### src/rtl/riscv_pipe_pkg.sv
// riscv_pipe_pkg: shared widths, operand-select encoding and EX control bundle
package riscv_pipe_pkg;
  localparam int DATA_WIDTH_D = 32;
  localparam int ADDR_WIDTH_D = 5;
  localparam int CNT_WIDTH_D = 16;
  localparam logic [4:0] ZERO_REG = 5'd0;
  typedef enum logic [1:0] {OP_ZERO, OP_WB, OP_RF} op_sel_t;
  typedef struct packed {
    logic valid;
    logic rd_wen;
    logic is_load;
  } ex_ctrl_t;
endpackage

### src/rtl/id_ex_stage_if.sv
// id_ex_stage_if: decode, regfile, writeback and execute-bundle signals of the ID/EX stage
interface id_ex_stage_if #(
  parameter int DATA_WIDTH = riscv_pipe_pkg::DATA_WIDTH_D,
  parameter int ADDR_WIDTH = riscv_pipe_pkg::ADDR_WIDTH_D,
  parameter int CNT_WIDTH = riscv_pipe_pkg::CNT_WIDTH_D
);
  logic                  ID_VALID;
  logic [ADDR_WIDTH-1:0] ID_RS1_SEL;
  logic [ADDR_WIDTH-1:0] ID_RS2_SEL;
  logic                  ID_USES_RS1;
  logic                  ID_USES_RS2;
  logic [ADDR_WIDTH-1:0] ID_RD_SEL;
  logic                  ID_RD_WEN;
  logic                  ID_IS_LOAD;
  logic [DATA_WIDTH-1:0] SRC1_DOUT;
  logic [DATA_WIDTH-1:0] SRC2_DOUT;
  logic                  WB_WEN;
  logic [ADDR_WIDTH-1:0] WB_RD_SEL;
  logic [DATA_WIDTH-1:0] WB_DATA;
  logic                  EX_STALL;
  logic                  FLUSH;
  logic                  ID_READY;
  logic                  EX_VALID;
  logic [DATA_WIDTH-1:0] EX_RS1_VAL;
  logic [DATA_WIDTH-1:0] EX_RS2_VAL;
  logic [ADDR_WIDTH-1:0] EX_RS1_SEL;
  logic [ADDR_WIDTH-1:0] EX_RS2_SEL;
  logic [ADDR_WIDTH-1:0] EX_RD_SEL;
  logic                  EX_RD_WEN;
  logic                  EX_IS_LOAD;
  logic [CNT_WIDTH-1:0]  BUBBLE_CNT;
  modport master (
    output ID_VALID, ID_RS1_SEL, ID_RS2_SEL, ID_USES_RS1, ID_USES_RS2, ID_RD_SEL, ID_RD_WEN,
           ID_IS_LOAD, SRC1_DOUT, SRC2_DOUT, WB_WEN, WB_RD_SEL, WB_DATA, EX_STALL, FLUSH,
    input  ID_READY, EX_VALID, EX_RS1_VAL, EX_RS2_VAL, EX_RS1_SEL, EX_RS2_SEL, EX_RD_SEL,
           EX_RD_WEN, EX_IS_LOAD, BUBBLE_CNT
  );
  modport slave (
    input  ID_VALID, ID_RS1_SEL, ID_RS2_SEL, ID_USES_RS1, ID_USES_RS2, ID_RD_SEL, ID_RD_WEN,
           ID_IS_LOAD, SRC1_DOUT, SRC2_DOUT, WB_WEN, WB_RD_SEL, WB_DATA, EX_STALL, FLUSH,
    output ID_READY, EX_VALID, EX_RS1_VAL, EX_RS2_VAL, EX_RS1_SEL, EX_RS2_SEL, EX_RD_SEL,
           EX_RD_WEN, EX_IS_LOAD, BUBBLE_CNT
  );
endinterface

### src/rtl/hazard_detect.sv
// hazard_detect: load-use hazard, ID operand bypass selects and EX operand refresh flags
module hazard_detect
  import riscv_pipe_pkg::*;
#(
  parameter int ADDR_WIDTH = ADDR_WIDTH_D
) (
  input  logic                  id_valid,
  input  logic [ADDR_WIDTH-1:0] id_rs1_sel,
  input  logic [ADDR_WIDTH-1:0] id_rs2_sel,
  input  logic                  id_uses_rs1,
  input  logic                  id_uses_rs2,
  input  logic                  ex_valid,
  input  logic                  ex_is_load,
  input  logic                  ex_rd_wen,
  input  logic [ADDR_WIDTH-1:0] ex_rd_sel,
  input  logic [ADDR_WIDTH-1:0] ex_rs1_sel,
  input  logic [ADDR_WIDTH-1:0] ex_rs2_sel,
  input  logic                  wb_wen,
  input  logic [ADDR_WIDTH-1:0] wb_rd_sel,
  output logic                  hazard,
  output op_sel_t               op1_sel,
  output op_sel_t               op2_sel,
  output logic                  refresh1,
  output logic                  refresh2
);
  localparam logic [ADDR_WIDTH-1:0] ZERO = ADDR_WIDTH'(ZERO_REG);
  logic wb_live;
  logic ex_load_live;
  always_comb begin
    wb_live = wb_wen && wb_rd_sel != ZERO;
    ex_load_live = ex_valid && ex_is_load && ex_rd_wen && ex_rd_sel != ZERO;
    op1_sel = id_rs1_sel == ZERO ? OP_ZERO : (wb_wen && wb_rd_sel == id_rs1_sel) ? OP_WB : OP_RF;
    op2_sel = id_rs2_sel == ZERO ? OP_ZERO : (wb_wen && wb_rd_sel == id_rs2_sel) ? OP_WB : OP_RF;
    refresh1 = wb_live && wb_rd_sel == ex_rs1_sel;
    refresh2 = wb_live && wb_rd_sel == ex_rs2_sel;
    hazard = id_valid && ex_load_live &&
             ((id_uses_rs1 && id_rs1_sel == ex_rd_sel) || (id_uses_rs2 && id_rs2_sel == ex_rd_sel));
  end
endmodule

### src/rtl/id_ex_stage.sv
// id_ex_stage: ID/EX pipeline register with WB bypass, load-use bubbling, stall/flush and bubble counter
module id_ex_stage
  import riscv_pipe_pkg::*;
#(
  parameter int DATA_WIDTH = DATA_WIDTH_D,
  parameter int ADDR_WIDTH = ADDR_WIDTH_D,
  parameter int CNT_WIDTH = CNT_WIDTH_D
) (
  input logic         CLK,
  input logic         RESET,
  id_ex_stage_if.slave bus
);
  ex_ctrl_t              ctrl;
  logic [DATA_WIDTH-1:0] rs1_val, rs2_val, op1, op2;
  logic [ADDR_WIDTH-1:0] rs1_sel, rs2_sel, rd_sel;
  logic [CNT_WIDTH-1:0]  cnt;
  logic                  hazard, refresh1, refresh2;
  op_sel_t               op1_sel, op2_sel;
  hazard_detect #(.ADDR_WIDTH(ADDR_WIDTH)) u_hazard (
    .id_valid    (bus.ID_VALID),
    .id_rs1_sel  (bus.ID_RS1_SEL),
    .id_rs2_sel  (bus.ID_RS2_SEL),
    .id_uses_rs1 (bus.ID_USES_RS1),
    .id_uses_rs2 (bus.ID_USES_RS2),
    .ex_valid    (ctrl.valid),
    .ex_is_load  (ctrl.is_load),
    .ex_rd_wen   (ctrl.rd_wen),
    .ex_rd_sel   (rd_sel),
    .ex_rs1_sel  (rs1_sel),
    .ex_rs2_sel  (rs2_sel),
    .wb_wen      (bus.WB_WEN),
    .wb_rd_sel   (bus.WB_RD_SEL),
    .hazard      (hazard),
    .op1_sel     (op1_sel),
    .op2_sel     (op2_sel),
    .refresh1    (refresh1),
    .refresh2    (refresh2)
  );
  always_comb begin
    op1 = op1_sel == OP_ZERO ? '0 : op1_sel == OP_WB ? bus.WB_DATA : bus.SRC1_DOUT;
    op2 = op2_sel == OP_ZERO ? '0 : op2_sel == OP_WB ? bus.WB_DATA : bus.SRC2_DOUT;
  end
  // flush beats stall, stall beats the hazard bubble
  always_ff @(posedge CLK or negedge RESET) begin
    if (!RESET) begin
      ctrl <= '0;
      rs1_val <= '0;
      rs2_val <= '0;
      rs1_sel <= '0;
      rs2_sel <= '0;
      rd_sel <= '0;
      cnt <= '0;
    end else if (bus.FLUSH) begin
      ctrl.valid <= 1'b0;
    end else if (bus.EX_STALL) begin
      if (refresh1) rs1_val <= bus.WB_DATA;
      if (refresh2) rs2_val <= bus.WB_DATA;
    end else if (hazard) begin
      ctrl.valid <= 1'b0;
      cnt <= cnt + CNT_WIDTH'(cnt != '1);
    end else begin
      ctrl <= '{valid: bus.ID_VALID, rd_wen: bus.ID_RD_WEN, is_load: bus.ID_IS_LOAD};
      rs1_val <= op1;
      rs2_val <= op2;
      rs1_sel <= bus.ID_RS1_SEL;
      rs2_sel <= bus.ID_RS2_SEL;
      rd_sel <= bus.ID_RD_SEL;
    end
  end
  assign bus.ID_READY = bus.FLUSH || (!bus.EX_STALL && !hazard);
  assign bus.EX_VALID = ctrl.valid;
  assign bus.EX_RD_WEN = ctrl.rd_wen;
  assign bus.EX_IS_LOAD = ctrl.is_load;
  assign bus.EX_RS1_VAL = rs1_val;
  assign bus.EX_RS2_VAL = rs2_val;
  assign bus.EX_RS1_SEL = rs1_sel;
  assign bus.EX_RS2_SEL = rs2_sel;
  assign bus.EX_RD_SEL = rd_sel;
  assign bus.BUBBLE_CNT = cnt;
endmodule
### src/flat_wrapper.sv
// flat-port wrapper written by rule: the top's interface ports become plain ports
module id_ex_stage_flat import riscv_pipe_pkg::*;
#(
  parameter int DATA_WIDTH = DATA_WIDTH_D,
  parameter int ADDR_WIDTH = ADDR_WIDTH_D,
  parameter int CNT_WIDTH = CNT_WIDTH_D
)
  (CLK, RESET, bus_ID_VALID, bus_ID_RS1_SEL, bus_ID_RS2_SEL, bus_ID_USES_RS1, bus_ID_USES_RS2, bus_ID_RD_SEL, bus_ID_RD_WEN, bus_ID_IS_LOAD, bus_SRC1_DOUT, bus_SRC2_DOUT, bus_WB_WEN, bus_WB_RD_SEL, bus_WB_DATA, bus_EX_STALL, bus_FLUSH, bus_ID_READY, bus_EX_VALID, bus_EX_RS1_VAL, bus_EX_RS2_VAL, bus_EX_RS1_SEL, bus_EX_RS2_SEL, bus_EX_RD_SEL, bus_EX_RD_WEN, bus_EX_IS_LOAD, bus_BUBBLE_CNT);
  id_ex_stage_if #(.DATA_WIDTH(DATA_WIDTH), .ADDR_WIDTH(ADDR_WIDTH), .CNT_WIDTH(CNT_WIDTH)) bus_i ();
  input logic CLK;
  input logic RESET;
  input wire logic [$bits(bus_i.ID_VALID)-1:0] bus_ID_VALID;
  input wire logic [$bits(bus_i.ID_RS1_SEL)-1:0] bus_ID_RS1_SEL;
  input wire logic [$bits(bus_i.ID_RS2_SEL)-1:0] bus_ID_RS2_SEL;
  input wire logic [$bits(bus_i.ID_USES_RS1)-1:0] bus_ID_USES_RS1;
  input wire logic [$bits(bus_i.ID_USES_RS2)-1:0] bus_ID_USES_RS2;
  input wire logic [$bits(bus_i.ID_RD_SEL)-1:0] bus_ID_RD_SEL;
  input wire logic [$bits(bus_i.ID_RD_WEN)-1:0] bus_ID_RD_WEN;
  input wire logic [$bits(bus_i.ID_IS_LOAD)-1:0] bus_ID_IS_LOAD;
  input wire logic [$bits(bus_i.SRC1_DOUT)-1:0] bus_SRC1_DOUT;
  input wire logic [$bits(bus_i.SRC2_DOUT)-1:0] bus_SRC2_DOUT;
  input wire logic [$bits(bus_i.WB_WEN)-1:0] bus_WB_WEN;
  input wire logic [$bits(bus_i.WB_RD_SEL)-1:0] bus_WB_RD_SEL;
  input wire logic [$bits(bus_i.WB_DATA)-1:0] bus_WB_DATA;
  input wire logic [$bits(bus_i.EX_STALL)-1:0] bus_EX_STALL;
  input wire logic [$bits(bus_i.FLUSH)-1:0] bus_FLUSH;
  output wire logic [$bits(bus_i.ID_READY)-1:0] bus_ID_READY;
  output wire logic [$bits(bus_i.EX_VALID)-1:0] bus_EX_VALID;
  output wire logic [$bits(bus_i.EX_RS1_VAL)-1:0] bus_EX_RS1_VAL;
  output wire logic [$bits(bus_i.EX_RS2_VAL)-1:0] bus_EX_RS2_VAL;
  output wire logic [$bits(bus_i.EX_RS1_SEL)-1:0] bus_EX_RS1_SEL;
  output wire logic [$bits(bus_i.EX_RS2_SEL)-1:0] bus_EX_RS2_SEL;
  output wire logic [$bits(bus_i.EX_RD_SEL)-1:0] bus_EX_RD_SEL;
  output wire logic [$bits(bus_i.EX_RD_WEN)-1:0] bus_EX_RD_WEN;
  output wire logic [$bits(bus_i.EX_IS_LOAD)-1:0] bus_EX_IS_LOAD;
  output wire logic [$bits(bus_i.BUBBLE_CNT)-1:0] bus_BUBBLE_CNT;
  assign bus_i.ID_VALID = bus_ID_VALID;
  assign bus_i.ID_RS1_SEL = bus_ID_RS1_SEL;
  assign bus_i.ID_RS2_SEL = bus_ID_RS2_SEL;
  assign bus_i.ID_USES_RS1 = bus_ID_USES_RS1;
  assign bus_i.ID_USES_RS2 = bus_ID_USES_RS2;
  assign bus_i.ID_RD_SEL = bus_ID_RD_SEL;
  assign bus_i.ID_RD_WEN = bus_ID_RD_WEN;
  assign bus_i.ID_IS_LOAD = bus_ID_IS_LOAD;
  assign bus_i.SRC1_DOUT = bus_SRC1_DOUT;
  assign bus_i.SRC2_DOUT = bus_SRC2_DOUT;
  assign bus_i.WB_WEN = bus_WB_WEN;
  assign bus_i.WB_RD_SEL = bus_WB_RD_SEL;
  assign bus_i.WB_DATA = bus_WB_DATA;
  assign bus_i.EX_STALL = bus_EX_STALL;
  assign bus_i.FLUSH = bus_FLUSH;
  assign bus_ID_READY = bus_i.ID_READY;
  assign bus_EX_VALID = bus_i.EX_VALID;
  assign bus_EX_RS1_VAL = bus_i.EX_RS1_VAL;
  assign bus_EX_RS2_VAL = bus_i.EX_RS2_VAL;
  assign bus_EX_RS1_SEL = bus_i.EX_RS1_SEL;
  assign bus_EX_RS2_SEL = bus_i.EX_RS2_SEL;
  assign bus_EX_RD_SEL = bus_i.EX_RD_SEL;
  assign bus_EX_RD_WEN = bus_i.EX_RD_WEN;
  assign bus_EX_IS_LOAD = bus_i.EX_IS_LOAD;
  assign bus_BUBBLE_CNT = bus_i.BUBBLE_CNT;
  id_ex_stage #(.DATA_WIDTH(DATA_WIDTH), .ADDR_WIDTH(ADDR_WIDTH), .CNT_WIDTH(CNT_WIDTH)) u_core (.CLK(CLK), .RESET(RESET), .bus(bus_i));
endmodule
### config.mk
export PLATFORM = sky130hd
export DESIGN_NAME = id_ex_stage_flat
export DESIGN_NICKNAME = d
export VERILOG_FILES = /design/src/rtl/riscv_pipe_pkg.sv /design/src/rtl/id_ex_stage_if.sv /design/src/rtl/hazard_detect.sv /design/src/rtl/id_ex_stage.sv /design/src/flat_wrapper.sv
export SDC_FILE = /design/constraint.sdc
export NUM_CORES = 1
export LEC_CHECK = 0
export ABC_AREA = 1
export BUFFER_PORTS_ARGS = -buffer_cell sky130_fd_sc_hd__clkbuf_2
export CAP_MARGIN = 5
export CORE_MARGIN = 3
export CORE_UTILIZATION = 40
export CTS_BUF_LIST = sky130_fd_sc_hd__clkbuf_16
export DETAILED_ROUTE_END_ITERATION = 8
export HOLD_SLACK_MARGIN = 0.05
export PLACE_DENSITY = 0.76
export SLEW_MARGIN = 20
export SYNTH_ARGS = -nofsm -noshare
export SYNTH_HDL_FRONTEND = slang
export SYNTH_HIERARCHICAL = 1
export SYNTH_SLANG_ARGS = --single-unit
### constraint.sdc
create_clock -name CLK -period 4.75 [get_ports CLK]
set_clock_uncertainty 0.15 [all_clocks]
set_input_delay 1.1875 -clock CLK [delete_from_list [all_inputs] [get_ports CLK]]
set_output_delay 1.1875 -clock CLK [all_outputs]
set_load 0.02 [all_outputs]
==> flow_metrics.py <==
metrics = {
    "routing": {
        "drc_errors": 0,
        "vias_per_cell": 4.930,
        "final_antenna_net_count": 0,
        "wire_per_inst_um": 14.79,
        "vias": 5551,
        "drtIter0Drc": 343,
        "firstDrtPassIters": 5,
        "totalWireLength_mm": 16.66,
    },
    "finish": {
        "area.sequential_sq_um": 2452,
        "multi_input_area_sq_um": 2560,
        "syn2layout_area_growth_pct": 29.97,
        "fillCellCount": 1334,
        "final_common_cell": "nand2_1",
        "n_antenna_cell": 0,
        "drive_above_1_share_pct": 28.41,
        "mostFrequentLayoutCells": "259 x nand2_1, 223 x clkbuf_2, 101 x nor2_1",
        "final_nets": 1078,
    },
    "synth": {
        "ys_seq_area_share_pct": 46.14,
        "synth.avg_cell_area_sq_um": 7.183,
        "yosys.area.top_type_share_pct": 46.14,
        "ys_types": 29,
        "synthCells": 740,
        "yosys_warnings": 6,
        "synth_area_sq_um": 5315,
        "synth_area_leaders": "dfrtp_1 46%, nand2_1 18%, nor2_1 7.1%",
        "synth-seq-cells": 98,
        "synth_nets": 869,
        "synth_top_area_cell": "dfrtp_1",
    },
    "timing": {
        "grt_setup_unrepaired": "no",
        "fin_tns_setup_ps": 0,
        "holdWs_ps": 336.5,
        "fin_crit_sh_pct": 76.52,
        "min_period_ps": 3635,
        "max_freq_mhz": 275.1,
        "tightest_slew_ps": 757.4,
        "hold_violations": 0,
        "timing.slew.headroom_pct": 49.51,
        "maxSlewViolCount": 0,
        "setup_viol": 0,
    },
    "clock_network": {
        "ctsResizeCount": 0,
        "cts_buffers": 9,
        "root_buffer": "clkbuf_16",
        "cts_tree": "built",
        "clkSlewWorstSetupHoldPaths_ps": 70,
        "clk_path_buf_depth": 2,
        "cts.sinks": 98,
        "clk_latency_ps": 340,
        "post-cts-setup-buffer-count": 0,
        "holdBufCountCts": 0,
        "htreeDepth": 3,
    },
    "floorplanning": {
        "start_util_pct": 41.44,
        "core_sq_um": 12820,
        "io_pins": 225,
        "die_x_um": 121.3,
        "fp.dieH_um": 121.3,
        "rows": 41,
        "die-area_sq_um": 14710,
    },
    "global_routing": {
        "overflow": 0,
        "antenna_found_initial": 0,
        "grt_pass1_vias": 5160,
        "grt_usage_pct": 22.16,
        "grt_start_max_net_pins": 84,
        "grt_pass1_wl_mm": 25.99,
    },
    "power": {
        "power_w": 0.002352,
        "cellLeakagePower_nw": 3.829,
        "irDropWorstVdd_mv": 0.1957,
        "powerDensity_nw_per_um2": 340.5,
    },
    "placement": {
        "place_congestion": 0.9590,
        "io_buffers": 224,
        "dp_hpwl_mm": 12.57,
    },
    "flow_run": {
        "drv_cap": 0,
    },
    "worst_setup_path": {
        "path_max_fanout": 5,
        "critPathArrivalTime_ps": 2300,
        "critical_path_class": "input pin to primary output",
        "required_ps": 3410,
        "worst_setup_path_end_kind": "primary output",
        "startpoint_type": "input pin",
    },
    "outcome": {
        "status": "completed",
    },
    "hold_path": {
        "hold_class": "flop to flop",
    },
}
## state kept, by name, summed over array words and instances, names as in the netlist
| name | flops |
|---|---|
| u_core/bus.EX_RD_WEN | 1 |
| u_core/bus.EX_RS1_SEL | 5 |
| u_core/bus.EX_RS1_VAL | 32 |
| u_core/bus.EX_RS2_SEL | 5 |
| u_core/bus.BUBBLE_CNT | 16 |
| u_core/bus.EX_RS2_VAL | 32 |
| u_core/bus.EX_VALID | 1 |
| u_core/bus.EX_RD_SEL | 5 |
| u_core/bus.EX_IS_LOAD | 1 |
## synth_stat cells (all sizes together)
master	number
a21oi	69
a22o	1
and3	1
buf	11
clkbuf	25
dfrtp	98
ha	3
inv	42
nand2	261
nand3	19
nand3b	1
nand4	5
nor2	103
nor3	11
nor4	1
o21ai	70
or2	1
xnor2	13
xor2	5
## metrics by stage
step                      cell area [sq um]  instances  setup slack (ps)  utilization, %
after floorplan                        5315        740              1482               -
after global placement                 6584       1110              1052           51.34
after detailed placement               6584       1110              1033           51.34
after CTS                              6904       1126              1106           53.83
after global routing                   6908       1126             957.0           53.86
final                                  6908       1126              1115           53.86
## final timing paths
kind	startpoint	slack, ps	depth (start not counted)	endpoint
setup / recovery	bus_ID_RS1_SEL[3]	1120	11	bus_ID_READY
hold / removal	u_core/bus.EX_RS1_VAL[6]	340	2	u_core/bus.EX_RS1_VAL[6]
setup reg to reg	u_core/bus.EX_RD_SEL[2]	1920	12	u_core/bus.EX_RS2_VAL[6]
hold reg to reg	u_core/bus.EX_RS1_VAL[6]	340	2	u_core/bus.EX_RS1_VAL[6]
max in group asynchronous	RESET	2960	2	u_core/bus.EX_RS2_VAL[28]
min in group asynchronous	RESET	720	1	u_core/bus.EX_RD_SEL[3]
## logic make-up (layout without fill, tap and decap cells)
family,count (synthesis),after routing,share of synthesized area (%)
simple gates,403,403,30.60
fa+ha+maj,3,3,0.7063
flops,98,98,46.14
xor+xnor,18,18,2.966
compound gates,140,140,13.61
buf+inv,78,292,5.979
## per-layer routing
metal	global-route usage, %	share of wire, %	up-vias
li1	-	-	2777
met1	29.37	43	2491
met2	35.92	47	254
met3	4.149	7.8	29
met4	8.824	2.3	0
met5	0	0	-
## critical path, stage by stage
cell,delay [ps]
clkbuf_2,170
inv_2,50
nand2_1,50
nand2_1,50
nor2_1,100
nand3_1,120
a21oi_2,180
inv_1,80
nor2_1,80
nor2_1,40
clkbuf_2,180
## where the power goes
group	internal (W)	switching (W)	leakage (nW)	total, W
Combinational	0.000197	0.000368	2.43	0.000565
Clock	0.000463	0.000321	0.160	0.000783
Sequential	0.000932	0.0000720	1.24	0.00100
Total	0.00159	0.000761	3.83	0.00235
## layout make-up
type | count | area share [%]
clock inverter | 7 | 1.377
timing repair buffer | 234 | 17.41
multi-input combinational | 564 | 37.06
sequential | 98 | 35.50
tap | 172 | 3.115
inverter | 42 | 2.282
clock buffer | 9 | 3.260
Power figures use the tool's default switching activity.
